**src/rtl/vga_timing_ctrl_if.sv**
```systemverilog
// Pixel request/data handshake between the VGA timing controller and the line buffer.
interface vga_timing_ctrl_if #(
  parameter int unsigned CDW = 4
);
  logic               data_req_o;
  logic [3*CDW-1:0]   data_i;
  logic               data_vld_i;

  modport master (output data_req_o, input data_i, input data_vld_i);
  modport slave  (input data_req_o, output data_i, output data_vld_i);
endinterface

```
**src/rtl/vga_timing_ctrl.sv**
```systemverilog
// Programmable VGA timing generator with registered sync/RGB outputs, a frame-synchronous
// test-pattern generator and sticky line-buffer underflow detection.
module vga_timing_ctrl #(
  parameter int unsigned CW        = 12,
  parameter int unsigned CDW       = 4,
  parameter bit          HS_POL    = 1'b0,
  parameter bit          VS_POL    = 1'b0,
  parameter int unsigned BAR_SHIFT = 5,
  parameter int unsigned CHK_SHIFT = 4
) (
  input  logic              clk,
  input  logic              resetn,
  input  logic              en_i,
  input  logic [CW-1:0]     hsync_end_i,
  input  logic [CW-1:0]     hpulse_end_i,
  input  logic [CW-1:0]     hdata_begin_i,
  input  logic [CW-1:0]     hdata_end_i,
  input  logic [CW-1:0]     vsync_end_i,
  input  logic [CW-1:0]     vpulse_end_i,
  input  logic [CW-1:0]     vdata_begin_i,
  input  logic [CW-1:0]     vdata_end_i,
  input  logic [1:0]        mode_i,
  input  logic [3*CDW-1:0]  solid_i,
  input  logic              underflow_clr_i,
  vga_timing_ctrl_if.master pix,
  output logic [CDW-1:0]    red_o,
  output logic [CDW-1:0]    green_o,
  output logic [CDW-1:0]    blue_o,
  output logic              hsync_o,
  output logic              vsync_o,
  output logic              blank_o,
  output logic              frame_start_o,
  output logic              underflow_o
);

  localparam int unsigned PW = 3 * CDW;

  typedef enum logic [1:0] {
    MODE_NORMAL = 2'b00,
    MODE_BARS   = 2'b01,
    MODE_SOLID  = 2'b10,
    MODE_CHECK  = 2'b11
  } mode_e;

  logic [CW-1:0] hcount, vcount, hcount_nxt, vcount_nxt;
  logic [CW-1:0] x, y;
  mode_e         mode_sh;
  logic [PW-1:0] solid_sh, pix_nxt;
  logic          h_wrap, v_wrap, frame_end, active, underflow_set;
  logic [2:0]    bar_idx, bar_bgr;
  logic          chk_bit;

  // Wrap compares use >= so a live reprogram below the current count recovers next cycle
  assign h_wrap    = hcount >= (hsync_end_i - CW'(1));
  assign v_wrap    = vcount >= (vsync_end_i - CW'(1));
  assign frame_end = en_i && h_wrap && v_wrap;

  assign active = (hcount >= hdata_begin_i) && (hcount < hdata_end_i) &&
                  (vcount >= vdata_begin_i) && (vcount < vdata_end_i);

  assign pix.data_req_o = en_i && active && (mode_sh == MODE_NORMAL);
  assign underflow_set  = pix.data_req_o && !pix.data_vld_i;

  assign x = hcount - hdata_begin_i;
  assign y = vcount - vdata_begin_i;

  // Counter next-state
  always_comb begin
    hcount_nxt = hcount;
    vcount_nxt = vcount;
    if (!en_i) begin
      hcount_nxt = '0;
      vcount_nxt = '0;
    end else if (h_wrap) begin
      hcount_nxt = '0;
      vcount_nxt = v_wrap ? '0 : vcount + CW'(1);
    end else begin
      hcount_nxt = hcount + CW'(1);
    end
  end

  // Pixel source selection; bar colours are {B,G,R} on/off per channel
  always_comb begin
    bar_idx = 3'(x >> BAR_SHIFT);
    chk_bit = 1'((x >> CHK_SHIFT) ^ (y >> CHK_SHIFT));
    case (bar_idx)
      3'd0:    bar_bgr = 3'b111;
      3'd1:    bar_bgr = 3'b011;
      3'd2:    bar_bgr = 3'b110;
      3'd3:    bar_bgr = 3'b010;
      3'd4:    bar_bgr = 3'b101;
      3'd5:    bar_bgr = 3'b001;
      3'd6:    bar_bgr = 3'b100;
      default: bar_bgr = 3'b000;
    endcase
    pix_nxt = '0;
    if (active) begin
      case (mode_sh)
        MODE_NORMAL: if (pix.data_vld_i) pix_nxt = pix.data_i;
        MODE_BARS:   pix_nxt = {{CDW{bar_bgr[2]}}, {CDW{bar_bgr[1]}}, {CDW{bar_bgr[0]}}};
        MODE_SOLID:  pix_nxt = solid_sh;
        default:     pix_nxt = chk_bit ? '0 : '1;
      endcase
    end
  end

  always_ff @(posedge clk or negedge resetn) begin
    if (!resetn) begin
      hcount        <= '0;
      vcount        <= '0;
      mode_sh       <= MODE_NORMAL;
      solid_sh      <= '0;
      red_o         <= '0;
      green_o       <= '0;
      blue_o        <= '0;
      hsync_o       <= ~HS_POL;
      vsync_o       <= ~VS_POL;
      blank_o       <= 1'b0;
      frame_start_o <= 1'b0;
      underflow_o   <= 1'b0;
    end else begin
      hcount <= hcount_nxt;
      vcount <= vcount_nxt;
      // Shadows only move at the frame boundary to avoid tearing
      if (frame_end) begin
        mode_sh  <= mode_e'(mode_i);
        solid_sh <= solid_i;
      end
      if (!en_i) begin
        red_o         <= '0;
        green_o       <= '0;
        blue_o        <= '0;
        hsync_o       <= ~HS_POL;
        vsync_o       <= ~VS_POL;
        blank_o       <= 1'b0;
        frame_start_o <= 1'b0;
        underflow_o   <= 1'b0;
      end else begin
        {blue_o, green_o, red_o} <= pix_nxt;
        hsync_o       <= (hcount < hpulse_end_i) ? HS_POL : ~HS_POL;
        vsync_o       <= (vcount < vpulse_end_i) ? VS_POL : ~VS_POL;
        blank_o       <= active;
        frame_start_o <= (hcount == '0) && (vcount == '0);
        underflow_o   <= underflow_set || (underflow_o && !underflow_clr_i);
      end
    end
  end

endmodule

```
**src/flat_wrapper.sv**
```systemverilog
// flat-port wrapper written by rule: the top's interface ports become plain ports
module vga_timing_ctrl_flat 
#(
  parameter int unsigned CW        = 12,
  parameter int unsigned CDW       = 4,
  parameter bit          HS_POL    = 1'b0,
  parameter bit          VS_POL    = 1'b0,
  parameter int unsigned BAR_SHIFT = 5,
  parameter int unsigned CHK_SHIFT = 4
)
  (clk, resetn, en_i, hsync_end_i, hpulse_end_i, hdata_begin_i, hdata_end_i, vsync_end_i, vpulse_end_i, vdata_begin_i, vdata_end_i, mode_i, solid_i, underflow_clr_i, red_o, green_o, blue_o, hsync_o, vsync_o, blank_o, frame_start_o, underflow_o, pix_data_req_o, pix_data_i, pix_data_vld_i);
  vga_timing_ctrl_if #(.CDW(CDW)) pix_i ();
  input  logic clk;
  input  logic resetn;
  input  logic en_i;
  input  logic [CW-1:0] hsync_end_i;
  input  logic [CW-1:0] hpulse_end_i;
  input  logic [CW-1:0] hdata_begin_i;
  input  logic [CW-1:0] hdata_end_i;
  input  logic [CW-1:0] vsync_end_i;
  input  logic [CW-1:0] vpulse_end_i;
  input  logic [CW-1:0] vdata_begin_i;
  input  logic [CW-1:0] vdata_end_i;
  input  logic [1:0] mode_i;
  input  logic [3*CDW-1:0] solid_i;
  input  logic underflow_clr_i;
  output logic [CDW-1:0] red_o;
  output logic [CDW-1:0] green_o;
  output logic [CDW-1:0] blue_o;
  output logic hsync_o;
  output logic vsync_o;
  output logic blank_o;
  output logic frame_start_o;
  output logic underflow_o;
  output wire logic [$bits(pix_i.data_req_o)-1:0] pix_data_req_o;
  input wire logic [$bits(pix_i.data_i)-1:0] pix_data_i;
  input wire logic [$bits(pix_i.data_vld_i)-1:0] pix_data_vld_i;
  assign pix_data_req_o = pix_i.data_req_o;
  assign pix_i.data_i = pix_data_i;
  assign pix_i.data_vld_i = pix_data_vld_i;
  vga_timing_ctrl #(.CW(CW), .CDW(CDW), .HS_POL(HS_POL), .VS_POL(VS_POL), .BAR_SHIFT(BAR_SHIFT), .CHK_SHIFT(CHK_SHIFT)) u_core (.clk(clk), .resetn(resetn), .en_i(en_i), .hsync_end_i(hsync_end_i), .hpulse_end_i(hpulse_end_i), .hdata_begin_i(hdata_begin_i), .hdata_end_i(hdata_end_i), .vsync_end_i(vsync_end_i), .vpulse_end_i(vpulse_end_i), .vdata_begin_i(vdata_begin_i), .vdata_end_i(vdata_end_i), .mode_i(mode_i), .solid_i(solid_i), .underflow_clr_i(underflow_clr_i), .pix(pix_i), .red_o(red_o), .green_o(green_o), .blue_o(blue_o), .hsync_o(hsync_o), .vsync_o(vsync_o), .blank_o(blank_o), .frame_start_o(frame_start_o), .underflow_o(underflow_o));
endmodule
```
**config.mk**
```make
export PLATFORM = sky130hd
export DESIGN_NAME = vga_timing_ctrl_flat
export DESIGN_NICKNAME = d
export VERILOG_FILES = /design/src/rtl/vga_timing_ctrl_if.sv /design/src/rtl/vga_timing_ctrl.sv /design/src/flat_wrapper.sv
export SDC_FILE = /design/constraint.sdc
export NUM_CORES = 1
export LEC_CHECK = 0
export ABC_AREA = 1
export BUFFER_PORTS_ARGS = -buffer_cell sky130_fd_sc_hd__buf_2
export CAP_MARGIN = 30
export CELL_PAD_IN_SITES_DETAIL_PLACEMENT = 2
export CELL_PAD_IN_SITES_GLOBAL_PLACEMENT = 2
export CORE_UTILIZATION = 32
export CTS_BUF_LIST = sky130_fd_sc_hd__clkbuf_2
export CTS_CLUSTER_DIAMETER = 200
export CTS_CLUSTER_SIZE = 30
export DETAILED_ROUTE_END_ITERATION = 10
export PLACE_DENSITY_LB_ADDON = 0.12
export SYNTH_ARGS = -nofsm -noshare
export SYNTH_HDL_FRONTEND = slang
export SYNTH_SLANG_ARGS = --single-unit
```
**constraint.sdc**
```tcl
create_clock -name clk -period 3.3 [get_ports clk]
set_input_delay 0.165 -clock clk [delete_from_list [all_inputs] [get_ports clk]]
set_output_delay 0.165 -clock clk [all_outputs]
set_load 0.03 [all_outputs]
```
==> flow_metrics.env <==
export IMPL_worstPathRequired_ns=3.79
export IMPL_clk_latency_ns=0.51
export IMPL_setup_viol=0
export IMPL_cts_max_path_buffers=2
export IMPL_worst_pin_slew_ns=0.515
export IMPL_start_util_pct=32.8
export IMPL_overflow=0
export IMPL_crit_path_frequent_cell="nand2_1"
export IMPL_cp_cell_sequence="ha_1 -> nand2_1 -> nor2_1 -> nand2_1 -> nor2_1 -> nand2_1 -> nand2_1 -> nand3_1 -> nor2_2 -> nand3_1 -> a21oi_1 -> dlygate4sd3_1"
export IMPL_crit_buf_inv=1
export IMPL_drt_iter0_drc=170
export IMPL_report_final_slew_viol_count=0
export IMPL_finalNonFillerCells=1179
export IMPL_reg2reg_depth=12
export IMPL_grt_pass1_wl_um=31700
export IMPL_grt_use_total_pct=22.6
export IMPL_setup_worst_path_start="u_core.vcount[11]$_DFFE_PN0P_"
export IMPL_ant_nets=0
export IMPL_n_antenna_cell=0
export IMPL_p_total_uw=1490
export IMPL_seq_area_frac_synth_pct=25.3
export IMPL_drt_pre_antenna_iters=4
export IMPL_fmax_ghz=0.342
export IMPL_yosysUniqueCellTypes=40
export IMPL_ctsHoldBuffers=26
export IMPL_die_width_um=132
export IMPL_critPathMaxStageDelay_ns=0.62
export IMPL_via_count=5774
export IMPL_ioPinCount=145
export IMPL_hp_class="in2reg"
export IMPL_cts_sinks=55
export IMPL_worstSetupPathType="reg2reg"
export IMPL_yosys_top_cells_area="dfrtp_1, ha_1, nand2_1, inv_1, nor2_1"
export IMPL_dieHeight_um=132
export IMPL_syn_instance_count=782
export IMPL_hold_viol=0
export IMPL_numPlacedInstances=1144
export IMPL_synthMuxAreaShare_pct=0
export IMPL_syn_area_per_cell_um2=6.96
export IMPL_clock_root_buffer="clkbuf_2"
export IMPL_synth_top_area_share_pct=24.4
export IMPL_maxCapViolCount=0
export IMPL_peakVddDrop_mv=0.140
export IMPL_yosysWarnings=0
export IMPL_cts_buffers=5
export IMPL_r2r_start="u_core.vcount[11]$_DFFE_PN0P_"
export IMPL_area_growth_pct=24.9
export IMPL_ys_async_sr_fraction_pct=100
export IMPL_drive_above_1_share_pct=18.1
export IMPL_synth_xor_area_share_pct=4.83
export IMPL_fin_worst_skew_ns=0.0588
export IMPL_cp_max_fo=7
export IMPL_slew_headroom_pct=65.7
export IMPL_grt_max_degree=38
export IMPL_p_per_area_nw_per_um2=219
export IMPL_critPathSlowestCell="dfrtp_1"
export IMPL_synth_top_family_by_area="simple AND/OR/NAND/NOR gates"
export IMPL_period_needed_ns=2.93
export IMPL_fin_nets=1183
export IMPL_cts_tree="built"
export IMPL_clk_pin_slew_worst_paths_ns=0.36
export IMPL_post_route_period_util_pct=88.7
export IMPL_wl_per_cell_um=16.3
export IMPL_status="complete, no violations"
export IMPL_synthAdderAreaFrac_pct=22.5
export IMPL_post_cts_setup_buffers=0
export IMPL_ys_seq_elements=55
export IMPL_first_global_vias=6549
export IMPL_die_area_um2=17500
export IMPL_crit_arrival_ns=3.41
export IMPL_yosys_area_share_simple_pct=27.7
export IMPL_antenna_found_initial=0
export IMPL_crit_family="simple AND/OR/NAND/NOR gates"
export IMPL_tns_ns=0
export IMPL_whs_ns=0.0225
export IMPL_drcViolationCount=0
export IMPL_synth_compound_area_share_pct=8.82
export IMPL_grt_setup_unrepaired="false"
export IMPL_via_per_inst=4.90
export IMPL_dp_hpwl_um=15400
export IMPL_cts_resized=0
export IMPL_leakage_uw=0.00409
export IMPL_gp_congestion=0.807
export IMPL_r2r_setup_slack_ns=0.37
export IMPL_synth_edf_count=0
export IMPL_htree_levels=2
export IMPL_syn_cell_area_um2=5450
export IMPL_startpoint_type="flop"
export IMPL_r2r_end="u_core.underflow_o$_DFF_PN0_"
export IMPL_synth_net_count=1007
export IMPL_path_depth=12
export IMPL_core_um2=16600
export IMPL_placement_io_buffers=144
export IMPL_setup_worst_path_end_class="flop"
export IMPL_ys_flop_type="dfrtp_1"
export IMPL_num_rows=47
export IMPL_yosysTopAreaCell="dfrtp_1"
export IMPL_crit_path_end="u_core.underflow_o$_DFF_PN0_"
export IMPL_wl_um=19200
## final cells by class
class | instances | area [um2]
multi-input combinational | 574 | 3480
tap | 220 | 275
fill | 2036 | 9780
clock buffer | 6 | 30.0
inverter | 143 | 537
clock inverter | 2 | 38.8
sequential | 55 | 1380
timing repair buffer | 179 | 1060
## placed cells by master (no fill, tap or decap), types with 2 or more instances in the layout
cell           Yosys  routed
xor2_1            21      21
o21a_1             2       2
a22o_1             4       4
inv_1            140     140
nor2_2             2       2
dfstp_2            2       2
buf_2              3     144
dlygate4sd3_1      0      27
dfrtp_1           53      53
or2_2              5       5
nor2_1            87      87
xnor2_1            9       9
a21oi_1           44      44
nand3_1           45      45
a21boi_0           3       3
inv_2              2       2
nor4_1             6       6
o211ai_1           2       2
nand4_1            8       8
ha_1              98      98
clkbuf_2           1       6
o21ai_0           16      16
nand3b_1           3       3
nand2_1          194     194
a211oi_1           2       2
buf_4              0       7
a221oi_1           4       4
or3_1              2       2
nor3_1             8       8
## how the worst min path moves through the flow
stage / start / depth (start not counted) / to
CTS: pix_data_i[8] / 4 / u_core.blue_o[0]$_DFF_PN0_
global route: pix_data_i[1] / 5 / u_core.red_o[1]$_DFF_PN0_
global placement: resetn / 1 / u_core.green_o[0]$_DFF_PN0_
floorplan: resetn / 0 / u_core.blank_o$_DFF_PN0_
detailed placement: resetn / 1 / u_core.green_o[2]$_DFF_PN0_
finish: pix_data_i[1] / 5 / u_core.red_o[1]$_DFF_PN0_
## layer usage
metal  global-route usage [%]  up-vias  share of wire (%)
li1                         -     2847                  -
met1                     26.0     2780                 43
met2                     44.0      113                 52
met3                     1.65       34                2.4
met4                     7.02        0                2.7
met5                        0        -                  0
## per-stage QoR
stage	instance area [um2]	util (%)	setup WS, ns
floorplan	5450	-	0.671
global placement	6440	38.9	0.303
detailed placement	6460	39.0	0.0437
CTS	6790	41.0	0.340
global route	6800	41.0	0.215
finish	6800	41.0	0.374
## Yosys cell counts, types with 5 or more instances
library cell,n
nand2_1,194
inv_1,140
ha_1,98
nor2_1,87
dfrtp_1,53
nand3_1,45
a21oi_1,44
xor2_1,21
o21ai_0,16
xnor2_1,9
nand4_1,8
nor3_1,8
nor4_1,6
or2_2,5
## tightest hold or removal path, delay by kind of cell
family | cells | cell delay [ns]
buf+inv | 2 | 0.15
simple gates | 3 | 0.20
## cells by family after synthesis
group | Yosys count
simple gates | 363
buf+inv | 153
fa+ha+maj | 98
compound gates | 83
flops | 55
xor+xnor | 30
## report_power, final
| part | leakage [uW] | switching, uW | total (uW) | internal, uW |
|---|---|---|---|---|
| Combinational | 0.00329 | 221 | 399 | 178 |
| Sequential | 0.000756 | 18.8 | 711 | 692 |
| Clock | 0.0000436 | 248 | 382 | 134 |
| Total | 0.00409 | 488 | 1490 | 1000 |
## registers in the layout, summed over array words and instances, names as in the netlist
name,flops
u_core.mode_sh,2
u_core.underflow_o,1
u_core.blue_o,4
u_core.blank_o,1
u_core.frame_start_o,1
u_core.hcount,12
u_core.solid_sh,12
u_core.green_o,4
u_core.red_o,4
u_core.vcount,12
u_core.hsync_o,1
u_core.vsync_o,1
No activity file was read; power rests on OpenSTA's default activity.
